$ cat src/rtl/gesture_pkg.sv
// ==== gesture_pkg: shared encodings and band thresholds for the gesture decoder ====
// ==== rev 1.0 ====
`default_nettype none

package gesture_pkg;

  typedef enum logic [1:0] {
    CMD_NONE  = 2'd0,
    CMD_PAUSE = 2'd1,
    CMD_PLAY  = 2'd2,
    CMD_NEXT  = 2'd3
  } gesture_cmd_e;

  // invalid marks an out-of-band frame; cls then reads as CMD_NONE
  typedef struct packed {
    logic         invalid;
    gesture_cmd_e cls;
  } gesture_class_t;

  typedef enum logic [1:0] {
    ST_IDLE = 2'd0,
    ST_CAND = 2'd1,
    ST_FIRE = 2'd2,
    ST_HOLD = 2'd3
  } gesture_state_e;

  localparam int unsigned C_PAUSE_LOW_DEF      = 18;
  localparam int unsigned C_PLAY_LOW_DEF       = 29;
  localparam int unsigned C_NEXT_LOW_DEF       = 34;
  localparam int unsigned C_NEXT_HIGH_DEF      = 45;
  localparam int unsigned C_RATIO_NEXT_MAX_DEF = 80;
  localparam int unsigned C_STABLE_FRAMES_DEF  = 3;
  localparam int unsigned C_RELEASE_FRAMES_DEF = 2;

endpackage

`default_nettype wire

$ cat src/rtl/gesture_cmd_decoder_if.sv
// ==== gesture_cmd_decoder_if: frame metrics in, playback command handshake out ====
// ==== rev 1.0 ====
`default_nettype none

interface gesture_cmd_decoder_if;

  logic        vga_vsync;
  logic [6:0]  pout;
  logic [13:0] ratio;
  logic [1:0]  cmd;
  logic        cmd_valid;
  logic        cmd_ready;
  logic [1:0]  cur_class;
  logic [1:0]  state_out;

  modport master (
    input  vga_vsync, pout, ratio, cmd_ready,
    output cmd, cmd_valid, cur_class, state_out
  );

  modport slave (
    output vga_vsync, pout, ratio, cmd_ready,
    input  cmd, cmd_valid, cur_class, state_out
  );

endinterface

`default_nettype wire

$ cat src/rtl/vsync_edge_det.sv
// ==== vsync_edge_det: one-cycle frame strobe on the falling edge of vsync ====
// ==== rev 1.0 ====
`default_nettype none

module vsync_edge_det (
  input  logic clk_i,
  input  logic rst_ni,
  input  logic vsync_i,
  output logic frame_tick_o
);

  logic vsync_q;

  // Clearing to 0 keeps a vsync that is low out of reset from faking a frame
  always_ff @(posedge clk_i) begin
    if (!rst_ni) begin
      vsync_q <= 1'b0;
    end else begin
      vsync_q <= vsync_i;
    end
  end

  assign frame_tick_o = vsync_q & ~vsync_i;

endmodule

`default_nettype wire

$ cat src/rtl/gesture_cmd_decoder.sv
// ==== gesture_cmd_decoder: frame-debounced hand gesture to one-shot playback command ====
// ==== rev 1.0 ====
`default_nettype none

module gesture_cmd_decoder
  import gesture_pkg::*;
#(
  parameter int unsigned PAUSE_LOW      = C_PAUSE_LOW_DEF,
  parameter int unsigned PLAY_LOW       = C_PLAY_LOW_DEF,
  parameter int unsigned NEXT_LOW       = C_NEXT_LOW_DEF,
  parameter int unsigned NEXT_HIGH      = C_NEXT_HIGH_DEF,
  parameter int unsigned RATIO_NEXT_MAX = C_RATIO_NEXT_MAX_DEF,
  parameter int unsigned STABLE_FRAMES  = C_STABLE_FRAMES_DEF,
  parameter int unsigned RELEASE_FRAMES = C_RELEASE_FRAMES_DEF
) (
  input  logic                  clk25,
  input  logic                  rst_n,
  gesture_cmd_decoder_if.master bus
);

  localparam logic [6:0]  C_PAUSE_LOW = 7'(PAUSE_LOW);
  localparam logic [6:0]  C_PLAY_LOW  = 7'(PLAY_LOW);
  localparam logic [6:0]  C_NEXT_LOW  = 7'(NEXT_LOW);
  localparam logic [6:0]  C_NEXT_HIGH = 7'(NEXT_HIGH);
  localparam logic [13:0] C_RATIO_MAX = 14'(RATIO_NEXT_MAX);
  localparam logic [3:0]  C_STABLE    = 4'(STABLE_FRAMES);
  localparam logic [3:0]  C_RELEASE   = 4'(RELEASE_FRAMES);

  logic           frame_tick;
  gesture_class_t frame_cls;
  logic           is_hand;
  logic           is_none;

  gesture_state_e state_q;
  gesture_cmd_e   cand_q;
  gesture_cmd_e   cmd_q;
  gesture_cmd_e   cur_class_q;
  logic           cmd_valid_q;
  logic [3:0]     stab_cnt_q, stab_cnt_d;
  logic [3:0]     rel_cnt_q, rel_cnt_d;

  vsync_edge_det u_vsync_edge_det (
    .clk_i        (clk25),
    .rst_ni       (rst_n),
    .vsync_i      (bus.vga_vsync),
    .frame_tick_o (frame_tick)
  );

  always_comb begin
    frame_cls.invalid = 1'b0;
    frame_cls.cls     = CMD_NONE;
    if (bus.pout < C_PAUSE_LOW) begin
      frame_cls.cls = CMD_NONE;
    end else if (bus.pout < C_PLAY_LOW) begin
      frame_cls.cls = CMD_PAUSE;
    end else if (bus.pout < C_NEXT_LOW) begin
      frame_cls.cls = CMD_PLAY;
    end else if (bus.pout <= C_NEXT_HIGH) begin
      frame_cls.cls = (bus.ratio <= C_RATIO_MAX) ? CMD_NEXT : CMD_PLAY;
    end else begin
      frame_cls.invalid = 1'b1;
    end
  end

  assign is_hand    = !frame_cls.invalid && (frame_cls.cls != CMD_NONE);
  assign is_none    = !frame_cls.invalid && (frame_cls.cls == CMD_NONE);
  assign stab_cnt_d = (stab_cnt_q == 4'hF) ? 4'hF : stab_cnt_q + 4'd1;
  assign rel_cnt_d  = (rel_cnt_q == 4'hF) ? 4'hF : rel_cnt_q + 4'd1;

  always_ff @(posedge clk25) begin
    if (!rst_n) begin
      state_q     <= ST_IDLE;
      cand_q      <= CMD_NONE;
      cmd_q       <= CMD_NONE;
      cur_class_q <= CMD_NONE;
      cmd_valid_q <= 1'b0;
      stab_cnt_q  <= 4'd0;
      rel_cnt_q   <= 4'd0;
    end else begin
      if (frame_tick) begin
        cur_class_q <= frame_cls.cls;
      end
      case (state_q)
        ST_IDLE: begin
          if (frame_tick && is_hand) begin
            cand_q     <= frame_cls.cls;
            stab_cnt_q <= 4'd1;
            state_q    <= (C_STABLE == 4'd1) ? ST_FIRE : ST_CAND;
          end
        end
        ST_CAND: begin
          if (frame_tick) begin
            if (is_hand && (frame_cls.cls == cand_q)) begin
              stab_cnt_q <= stab_cnt_d;
              if (stab_cnt_d >= C_STABLE) begin
                state_q <= ST_FIRE;
              end
            end else if (is_hand) begin
              cand_q     <= frame_cls.cls;
              stab_cnt_q <= 4'd1;
            end else begin
              stab_cnt_q <= 4'd0;
              state_q    <= ST_IDLE;
            end
          end
        end
        // First FIRE cycle raises valid; frame ticks are ignored until accepted
        ST_FIRE: begin
          if (!cmd_valid_q) begin
            cmd_q       <= cand_q;
            cmd_valid_q <= 1'b1;
          end else if (bus.cmd_ready) begin
            cmd_valid_q <= 1'b0;
            stab_cnt_q  <= 4'd0;
            rel_cnt_q   <= 4'd0;
            state_q     <= ST_HOLD;
          end
        end
        ST_HOLD: begin
          if (frame_tick) begin
            if (is_none) begin
              if (rel_cnt_d >= C_RELEASE) begin
                rel_cnt_q <= 4'd0;
                state_q   <= ST_IDLE;
              end else begin
                rel_cnt_q <= rel_cnt_d;
              end
            end else begin
              rel_cnt_q <= 4'd0;
            end
          end
        end
        default: state_q <= ST_IDLE;
      endcase
    end
  end

  assign bus.cmd       = cmd_q;
  assign bus.cmd_valid = cmd_valid_q;
  assign bus.cur_class = cur_class_q;
  assign bus.state_out = state_q;

endmodule

`default_nettype wire

$ cat src/flat_wrapper.sv
// flat-port wrapper written by rule: the top's interface ports become plain ports
module gesture_cmd_decoder_flat import gesture_pkg::*;
#(
  parameter int unsigned PAUSE_LOW      = C_PAUSE_LOW_DEF,
  parameter int unsigned PLAY_LOW       = C_PLAY_LOW_DEF,
  parameter int unsigned NEXT_LOW       = C_NEXT_LOW_DEF,
  parameter int unsigned NEXT_HIGH      = C_NEXT_HIGH_DEF,
  parameter int unsigned RATIO_NEXT_MAX = C_RATIO_NEXT_MAX_DEF,
  parameter int unsigned STABLE_FRAMES  = C_STABLE_FRAMES_DEF,
  parameter int unsigned RELEASE_FRAMES = C_RELEASE_FRAMES_DEF
)
  (clk25, rst_n, bus_vga_vsync, bus_pout, bus_ratio, bus_cmd_ready, bus_cmd, bus_cmd_valid, bus_cur_class, bus_state_out);
  gesture_cmd_decoder_if bus_i ();
  input  logic clk25;
  input  logic rst_n;
  input wire logic [$bits(bus_i.vga_vsync)-1:0] bus_vga_vsync;
  input wire logic [$bits(bus_i.pout)-1:0] bus_pout;
  input wire logic [$bits(bus_i.ratio)-1:0] bus_ratio;
  input wire logic [$bits(bus_i.cmd_ready)-1:0] bus_cmd_ready;
  output wire logic [$bits(bus_i.cmd)-1:0] bus_cmd;
  output wire logic [$bits(bus_i.cmd_valid)-1:0] bus_cmd_valid;
  output wire logic [$bits(bus_i.cur_class)-1:0] bus_cur_class;
  output wire logic [$bits(bus_i.state_out)-1:0] bus_state_out;
  assign bus_i.vga_vsync = bus_vga_vsync;
  assign bus_i.pout = bus_pout;
  assign bus_i.ratio = bus_ratio;
  assign bus_i.cmd_ready = bus_cmd_ready;
  assign bus_cmd = bus_i.cmd;
  assign bus_cmd_valid = bus_i.cmd_valid;
  assign bus_cur_class = bus_i.cur_class;
  assign bus_state_out = bus_i.state_out;
  gesture_cmd_decoder #(.PAUSE_LOW(PAUSE_LOW), .PLAY_LOW(PLAY_LOW), .NEXT_LOW(NEXT_LOW), .NEXT_HIGH(NEXT_HIGH), .RATIO_NEXT_MAX(RATIO_NEXT_MAX), .STABLE_FRAMES(STABLE_FRAMES), .RELEASE_FRAMES(RELEASE_FRAMES)) u_core (.clk25(clk25), .rst_n(rst_n), .bus(bus_i));
endmodule
$ cat config.mk
export PLATFORM = sky130hd
export DESIGN_NAME = gesture_cmd_decoder_flat
export DESIGN_NICKNAME = d
export VERILOG_FILES = /design/src/rtl/gesture_pkg.sv /design/src/rtl/gesture_cmd_decoder_if.sv /design/src/rtl/vsync_edge_det.sv /design/src/rtl/gesture_cmd_decoder.sv /design/src/flat_wrapper.sv
export SDC_FILE = /design/constraint.sdc
export NUM_CORES = 1
export LEC_CHECK = 0
export ABC_AREA = 1
export CAP_MARGIN = 20
export CORE_ASPECT_RATIO = 0.5
export CORE_UTILIZATION = 35
export CTS_CLUSTER_SIZE = 28
export DETAILED_ROUTE_END_ITERATION = 8
export GPL_TIMING_DRIVEN = 0
export HOLD_SLACK_MARGIN = 0.05
export PLACE_DENSITY = 0.59
export SKIP_LAST_GASP = 1
export SLEW_MARGIN = 20
export SYNTH_ARGS = -nofsm -noshare
export SYNTH_HDL_FRONTEND = slang
export SYNTH_SLANG_ARGS = --single-unit
$ cat constraint.sdc
create_clock -name clk25 -period 1.9 [get_ports clk25]
set_input_delay 0.57 -clock clk25 [delete_from_list [all_inputs] [get_ports clk25]]
set_output_delay 0.57 -clock clk25 [all_outputs]
set_load 0.01 [all_outputs]
## Word-level counts from Yosys, hierarchy flattened

Index checks and enable logic that the tools add are counted.

| word-level totals | value |
|---|---|
| word-level logic and storage cells | 93 |
| flip-flop bits (word level) | 18 |

| operators by class | value |
|---|---|
| equality and inequality tests | 17 |
| add/subtract/negate cells | 2 |
| bitwise gates (word level) | 3 |
| multiplexer cells | 40 |
| $lt $le $gt $ge | 7 |
| reduce and logical (&&, ||, !) cells | 16 |

Operator list:

| kind | number |
|---|---|
| 4-bit 2-to-1 mux | 10 |
| 2-bit 2-to-1 mux | 18 |
| 14-bit by 7-bit <= comparator with 1-bit output, second input constant | 1 |
| 7-bit by 5-bit less-than comparator with 1-bit output, second input constant | 2 |
| 2-bit by 1-bit inequality test with 1-bit output, second input constant | 7 |
| 4-bit one-hot mux with 3 select lines | 1 |
| 5-bit AND reduction | 2 |
| 9-bit AND reduction | 1 |
| 4-bit by 1-bit adder with 4-bit output, second input constant | 2 |
| 4-bit equality test, second input constant | 2 |
| 4-bit by 2-bit >= comparator with 1-bit output, second input constant | 2 |
| 1-bit 2-to-1 mux | 8 |
| 2-bit one-hot mux with 4 select lines | 1 |
| 4-bit one-hot mux with 2 select lines | 1 |
| 7-bit by 6-bit <= comparator with 1-bit output, second input constant | 1 |
| 7-bit by 6-bit less-than comparator with 1-bit output, second input constant | 1 |
| 3-bit inequality test, second input constant | 2 |
| 2-bit nonzero test | 3 |
| 2-bit equality test, second input constant | 2 |
| 1-bit logical AND | 4 |
| 2-bit zero test | 2 |
| 2-bit inequality test, second input constant | 2 |
| 2-bit one-hot mux with 2 select lines | 1 |
| 4-bit AND reduction | 1 |
| other kinds (7) | 8 |

## Depth between registers and ports, before layout

Gate-level depths: netlist (run 1).

| depth | value |
|---|---|
| word-level depth | 12 |
| gate-level depth with buffers | 15 |

## Modules after synthesis

From an unflattened synthesis (run 1), not the netlist that was laid out.

| second synthesis, totals | value |
|---|---|
| cells, all modules | 184 |
| area, all modules | 1192.4 sq um |

By module, submodules not included:

| module | cells an instance | seq. area each (sq um) | area each (sq um) | times used |
|---|---|---|---|---|
| gesture_cmd_decoder | 179 | 340.3 | 1157.4 | 1 |
| vsync_edge_det | 5 | 20.0 | 35.0 | 1 |

## Worst setup path before layout (run 1)

No wires, ideal clock.

| path | value |
|---|---|
| path type | reg-to-reg |
| from | reg u_core.state_q[0], in the netlist u_core.bus.state_out[0] |
| to | reg u_core.rel_cnt_q[0] |
| data arrival time | 1.680 ns |
| stages on the path, launching flop included | 12 |
| library setup time | 0.086 ns |
| setup slack | 0.135 ns |
| period minus slack after synthesis | 1.765 ns |
| buffers on the path | 0 |
| cell sequence | dfxtp_1 -> inv_1 -> ha_1 -> inv_1 -> a21oi_1 -> inv_1 -> o21ai_1 -> a21oi_1 -> inv_1 -> nor4_1 -> nor2_1 -> a211oi_1 |

| between the ends | value |
|---|---|
| cells in the longest elaborated chain, start to end | 3 |

Ends and longest elaborated chain:

| item | line | RTL |
|---|---|---|
| from (decl) | gesture_cmd_decoder.sv:34 | `gesture_state_e state_q;` |
| from (signal assigned) | gesture_cmd_decoder.sv:88 | `state_q <= (C_STABLE == 4'd1) ? ST_FIRE : ST_CAND;` |
| 2-bit equality test | gesture_cmd_decoder.sv:83 | `case (state_q)` |
| 2-bit by 1-bit inequality test with 1-bit output (no line), or another cell as far along | - |  |
| 4-bit AND reduction (no line) | - |  |
| to (signal assigned) | gesture_cmd_decoder.sv:126 | `rel_cnt_q <= rel_cnt_d;` |
| to (decl) | gesture_cmd_decoder.sv:40 | `logic [3:0] rel_cnt_q, rel_cnt_d;` |

Parallel ways exist; a longest one is shown, timed or not.
A chain may end at the register's enable or synchronous reset.

## Final worst setup path (run 1)

| path | value |
|---|---|
| from | reg u_core.cmd_valid_q, in the netlist u_core.bus.cmd_valid |
| to | out bus_cmd_valid |

RTL lines:

| item | line | RTL |
|---|---|---|
| from (decl) | gesture_cmd_decoder.sv:38 | `logic cmd_valid_q;` |
| from (signal assigned) | gesture_cmd_decoder.sv:76 | `cmd_valid_q <= 1'b0;` |
| from (signal assigned) | gesture_cmd_decoder.sv:111 | `cmd_valid_q <= 1'b1;` |
| from (signal assigned) | gesture_cmd_decoder.sv:113 | `cmd_valid_q <= 1'b0;` |
| to (decl) | flat_wrapper.sv:21 | `output wire logic [$bits(bus_i.cmd_valid)-1:0] bus_cmd_valid;` |

No word-level cell between the ends.

==> results_dict.tcl, run 1 <==
set metrics [dict create \
    total_leakage_power_nw 0.7916 \
    placed_cell_area_um2 1543 \
    ys_warn_count 0 \
    max-slew-margin-rel 0.7724 \
    status "finished, final reports clean" \
    hold_path_class "flip-flop to flip-flop" \
    multi_input_area_um2 844.6 \
    die_area_um2 3629 \
    syn_area_per_cell_um2 6.643 \
    cp_slowest_stage_delay_ns 0.58 \
    io_pins 32 \
    critPathMaxFanout 5 \
    routed_wl_mm 3.241 \
    stdcell_count 266 \
    drt_iter0_markers 39 \
    syn-cell-area_um2 1182 \
    ant_nets 0 \
    internal-power_mw 0.9145 \
    antenna_found_initial 0 \
    drc 0 \
    finClkSkew_ns 0.003641 \
    layout_commonest_cell "nand2_1" \
    seq_power_share 0.314 \
    dp.cells 249 \
    cts_tree "yes" \
    seq_area_frac_synth 0.3048 \
    cts.sinks 18 \
    syn2layout_area_growth_pct 48.25 \
    p_total_mw 1.538 \
    htreeDepth 1 \
    grt_start_max_net_pins 11 \
    crit_buf_inv 1 \
    numCtsBuffers 3 \
    max_freq_mhz 545.2 \
    grt_use_total 0.1843 \
    cp_data_arrival_time_ns 1.26 \
    grt_pass1_wl_mm 5.175 \
    grt_overflow 0 \
    synth_nets 210 \
    holdWs_ns 0.4699 \
    path_cells "clkdlybuf4s50_1" \
    comb_power_share 0.474 \
    num_vias 1273 \
    startpoint_type "flip-flop" \
    period_needed_ns 1.834 \
    required_ns 1.33 \
    setup_viol 0 \
    powerDensity_nw_per_um2 877.1 \
    core_region_area_um2 3100 \
    hold_viol 0 \
    clkPwrFrac 0.212 \
    maxCapViolCount 0 \
    via_per_inst 4.786 \
    max-clock-path-buffers 2 \
    fin_area_um2 1753 \
    power_switching_share 0.4052 \
    power.switching_mw 0.6230 \
    ys_seq_elements 18 \
    initial_core_util 0.3814 \
    clk_pin_slew_worst_paths_ns 0.07 \
    io_buffers 31 \
    register_area_um2 361.6 \
    cts_root_buffer "clkbuf_8" \
    routabilityCongestion 0.8247 \
    rows 14 \
    fin_setup_tns_ns 0 \
    dp_hpwl_mm 2.176 \
    die_w_um 84.20 \
    slowest_stage "clkdlybuf4s50_1" \
    antenna_cells 0 \
    synth_cells 178 \
    ys_types 30 \
    ir_worst_vdd_mv 0.2808 \
    slew_violations 0 \
    period_share 0.9654 \
    drive_gt1_frac 0.3363 \
    end_kind "output pin" \
    path_delay_family "buffers and inverters" \
    detail_route.first_pass.iterations 4 \
    worst-setup-path-type "flip-flop to output pin" \
    wl_per_cell_um 12.18 \
    nets 259 \
    filler_cell_count 302 \
    rsz0062_at_grt "yes" \
    clock_latency_ns 0.26 \
    layout_common_cells "31 x nand2_1, 27 x inv_1, 18 x clkbuf_2, 17 x dfxtp_1" \
    grt_pass1_vias 1170 \
    dieHeight_um 43.10 \
    worstMarginPinSlew_ns 0.3398 \
]
-- state kept, by name, summed over array words and instances (netlist names), named ones only --
register / count
u_core.bus.cmd_valid: 1
u_core.cand_q: 2
u_core.bus.cur_class: 2
u_core.u_vsync_edge_det.vsync_q: 1
u_core.bus.state_out: 1
u_core.stab_cnt_q: 4
u_core.bus.cmd: 2
u_core.rel_cnt_q: 4
-- what timing repair did --
action | CTS | global route
gates resized for setup | 47 | 51
buffers inserted | 6 | 7
pin swaps | 25 | 23
hold buffers | 0 | 0
setup endpoints to repair | 9 | 12
cloned | 0 | 0
-- worst min-delay path: stages (launching register included) --
cell     delay, ns
dfxtp_1       0.32
nand3_1       0.08
inv_1         0.04
-- synth_stat cells, drive strengths merged --
cell type / count / area (µm²)
nand3: 14 / 75.07
dfxtp: 18 / 360.4
o21ai: 13 / 80.08
xor2: 1 / 8.760
buf: 1 / 7.510
nor2b: 1 / 6.260
o2111ai: 1 / 8.760
xnor2: 1 / 8.760
nor4: 1 / 6.260
ha: 7 / 87.58
inv: 31 / 116.4
nor2: 21 / 88.84
a31oi: 1 / 6.260
nor3: 7 / 51.30
nand2: 39 / 151.4
nand4: 4 / 25.02
a211oi: 1 / 7.510
o21a: 1 / 7.510
a21oi: 15 / 78.83
-- cells by family (layout without fill, tap and decap cells) --
logic type / after synthesis / after routing / synth area share
and+or+nand+nor: 87 / 87 / 0.3418
adders and majority gates: 7 / 7 / 0.07407
AOI/OAI and AO/OA: 32 / 32 / 0.1598
DFF: 18 / 18 / 0.3048
xor gates and xnor gates: 2 / 2 / 0.01482
buffers and inverters: 32 / 80 / 0.1048
-- routing by layer --
| metal | part of all wire | vias up | global-route usage |
|---|---|---|---|
| met5 | 0 | - | 0 |
| met4 | 0.012 | 0 | 0.06207 |
| met3 | 0.048 | 5 | 0.04280 |
| met2 | 0.45 | 35 | 0.3033 |
| met1 | 0.49 | 562 | 0.2403 |
| li1 | - | 671 | - |
-- area by class of cell --
type,count,share of cell area
clock buffer,4,0.03141
multi-input combinational,128,0.4818
buffer,1,0.004283
sequential,18,0.2063
tap,40,0.02855
inverter,31,0.06638
timing repair buffer,44,0.1813
-- final timing paths --
kind,to,startpoint,cells after the start,slack [ns]
setup reg to reg,u_core.bus.state_out[0]$_SDFFE_PN0P_,u_core.rel_cnt_q[0]$_SDFFE_PN0P_,8,0.11
hold / removal,u_core.rel_cnt_q[3]$_SDFFE_PN0P_,u_core.rel_cnt_q[3]$_SDFFE_PN0P_,2,0.47
hold reg to reg,u_core.rel_cnt_q[3]$_SDFFE_PN0P_,u_core.rel_cnt_q[3]$_SDFFE_PN0P_,2,0.47
setup / recovery,bus_cmd_valid,u_core.bus.cmd_valid$_SDFFE_PN0P_,1,0.07
-- through the flow --
stage	setup slack (ns)	utilization
4_1_cts	0.005660	0.5525
5_1_grt	-0.07593	0.5654
3_3_place_gp	-0.5625	0.4976
6_report	0.06571	0.5654
3_5_place_dp	-0.5445	0.4976
2_1_floorplan	0.1347	-
-- power groups by stage --
stage               Clock, mW  Sequential, mW  Combinational, mW
floorplan                   0           0.484              0.395
global placement            0           0.483              0.580
detailed placement          0           0.484              0.583
CTS                     0.332           0.479              0.674
global route            0.344           0.491              0.793
finish                  0.327           0.483              0.728
Power figures use the tool's default switching activity.
==> inputs of run 2 (changes only) <==
Settings changed: PLACE_DENSITY 0.59 to 0.66, SKIP_LAST_GASP 1 to default.
Clock period 1.9 ns to 2.2 ns, I/O delays scaled along.
==> run 2 against run 1 <==
- critical endpoint is now u_core.bus.state_out[0]$_SDFFE_PN0P_
- cell count decreased by 3.0%
- combinational power decreased by 18%
- highest routed layer unchanged
- hold slack got worse by 0.013 ns
- critical path type is now input pin to flip-flop
- sequential share of layout area increased by 0.28 points
- non-clock buffer count decreased by 8
- first-iteration DRC count increased by 56%
- flip-flop and latch count unchanged
- critical path depth increased by 12
==> results_dict.tcl, run 2 (synthesis gave the netlist of run 1 again) <==
set metrics [dict create \
    fin_setup_tns_ns 0 \
    cp_data_arrival_time_ns 2.27 \
    required_ns 2.36 \
    numCtsBuffers 3 \
    ant_nets 0 \
    stdcell_count 258 \
    initial_core_util 0.3814 \
    wl_per_cell_um 11.34 \
    routabilityCongestion 0.8315 \
    max-slew-margin-rel 0.7788 \
    slew_violations 0 \
    path_cells "clkdlybuf4s50_1, nor3_1, nand2_1, a21oi_1, nand2_1, nand2_2, nand2_2, nand2_2, nand3_4, nand2_4, nand3_2, nor3_2, nor2_1" \
    num_vias 1234 \
    worstMarginPinSlew_ns 0.3284 \
    finClkSkew_ns 0.008254 \
    startpoint_type "input pin" \
    clock_latency_ns 0.27 \
    power.switching_mw 0.5132 \
    cts_tree "yes" \
    syn2layout_area_growth_pct 46.24 \
    worst-setup-path-type "input pin to flip-flop" \
    grt_pass1_wl_mm 4.685 \
    period_needed_ns 2.105 \
    powerDensity_nw_per_um2 751.2 \
    holdWs_ns 0.4567 \
    routed_wl_mm 2.925 \
    io_buffers 31 \
    antenna_cells 0 \
    grt_use_total 0.1675 \
    power_switching_share 0.3951 \
    max-clock-path-buffers 2 \
    seq_power_share 0.320 \
    die_w_um 84.20 \
    grt_pass1_vias 1059 \
    nets 251 \
    startpoint "bus_ratio[7]" \
    setup_viol 0 \
    hold_viol 0 \
    drive_gt1_frac 0.1697 \
    total_leakage_power_nw 0.8020 \
    maxCapViolCount 0 \
    cts_root_buffer "clkbuf_8" \
    dp_hpwl_mm 2.152 \
    cp_slowest_stage_delay_ns 0.40 \
    clk_pin_slew_worst_paths_ns 0.08 \
    filler_cell_count 298 \
    internal-power_mw 0.7858 \
    htreeDepth 1 \
    top_regs "u_core.rel_cnt_q (4), u_core.stab_cnt_q (4)" \
    hold_buffers 0 \
    clkPwrFrac 0.219 \
    status "finished, final reports clean" \
    dp.cells 249 \
    layout_common_cells "33 x nand2_1, 28 x inv_1, 21 x clkdlybuf4s50_1, 17 x nor2_1, 17 x dfxtp_1" \
    ir_worst_vdd_mv 0.2414 \
    dieHeight_um 43.10 \
    grt_start_max_net_pins 11 \
    layout_commonest_cell "nand2_1" \
    die_area_um2 3629 \
    min_from "u_core.rel_cnt_q[3]$_SDFFE_PN0P_" \
    antenna_found_initial 0 \
    grt_overflow 0 \
    slowest_stage "clkdlybuf4s50_1" \
    cts.sinks 18 \
    worst_slack_ns 0.09514 \
    io_pins 32 \
    detail_route.first_pass.iterations 4 \
    critPathMaxFanout 4 \
    hold_path_class "flip-flop to flip-flop" \
    pre_cts_slack_ns -0.3263 \
    end_kind "flip-flop" \
    max_freq_mhz 475.1 \
    via_per_inst 4.783 \
    post-route-util 0.5577 \
    drc 0 \
    rows 14 \
    cp_common_cell "nand2_2" \
    period_share 0.9568 \
    drt_iter0_markers 61 \
    core_region_area_um2 3100 \
    comb_power_share 0.461 \
]
[run 2: changes by cell type in the layout (fill, tap and decap cells not counted), moves of 3 or more]
cell,change
nor2_1,+3
buf_4,-8
clkdlybuf4s50_1,+12
nor2_2,-3
dlymetal6s2s_1,+7
clkbuf_2,-18
[run 2: repair_timing]
item                       CTS  global route
hold endpoints to repair     0             0
cloned                       0             0
setup endpoints to repair    7             8
pin swaps                    5            15
setup buffers                2             3
gates resized for setup      9            22
[run 2: through the flow]
step	instance area [µm²]	power, mW
finish	1729	1.299
global route	1729	1.385
CTS	1634	1.235
detailed placement	1543	0.9236
global placement	1543	0.9190
floorplan	1182	0.7595
[run 2: power by group through the flow]
stage | registers (mW) | clock network [mW] | logic [mW]
floorplan | 0.418 | 0 | 0.341
global placement | 0.420 | 0 | 0.499
detailed placement | 0.419 | 0 | 0.504
CTS | 0.413 | 0.289 | 0.533
global route | 0.422 | 0.302 | 0.661
finish | 0.416 | 0.284 | 0.599
[run 2: worst max-delay path, delay by kind of cell]
kind	cells	cell delay, ns
AO/OA/AOI/OAI	1	0.11
buffers and inverters	1	0.40
AND/OR/NAND/NOR	11	1.09
[run 2: per-layer routing]
metal  global-route usage  vias to the layer above  routed length (µm)
met4              0.06207                        0                  59
li1                     -                      660                   -
met3              0.04280                        7                 133
met1               0.2178                      535                1444
met5                    0                        -                   0
met2               0.2705                       32                1286
[run 2: area by class of cell]
cell class,instances,area [µm²],area share
inverters,31,116.4,0.06729
repair buffers,36,365.4,0.2113
multi-input cells,128,773.2,0.4472
flip-flops and latches,18,361.6,0.2091
well taps,40,50.05,0.02894
plain buffers,1,7.507,0.004342
clock buffers,4,55.05,0.03184
[run 2: final timing paths]
check                           slack, ns                                   end  depth (start not counted)
worst max-delay path                  0.1  u_core.bus.state_out[0]$_SDFFE_PN0P_                         13
worst min-delay path                 0.46      u_core.rel_cnt_q[3]$_SDFFE_PN0P_                          2
worst max register to register       0.22     u_core.stab_cnt_q[1]$_SDFFE_PN0P_                          9
worst min register to register       0.46      u_core.rel_cnt_q[3]$_SDFFE_PN0P_                          2
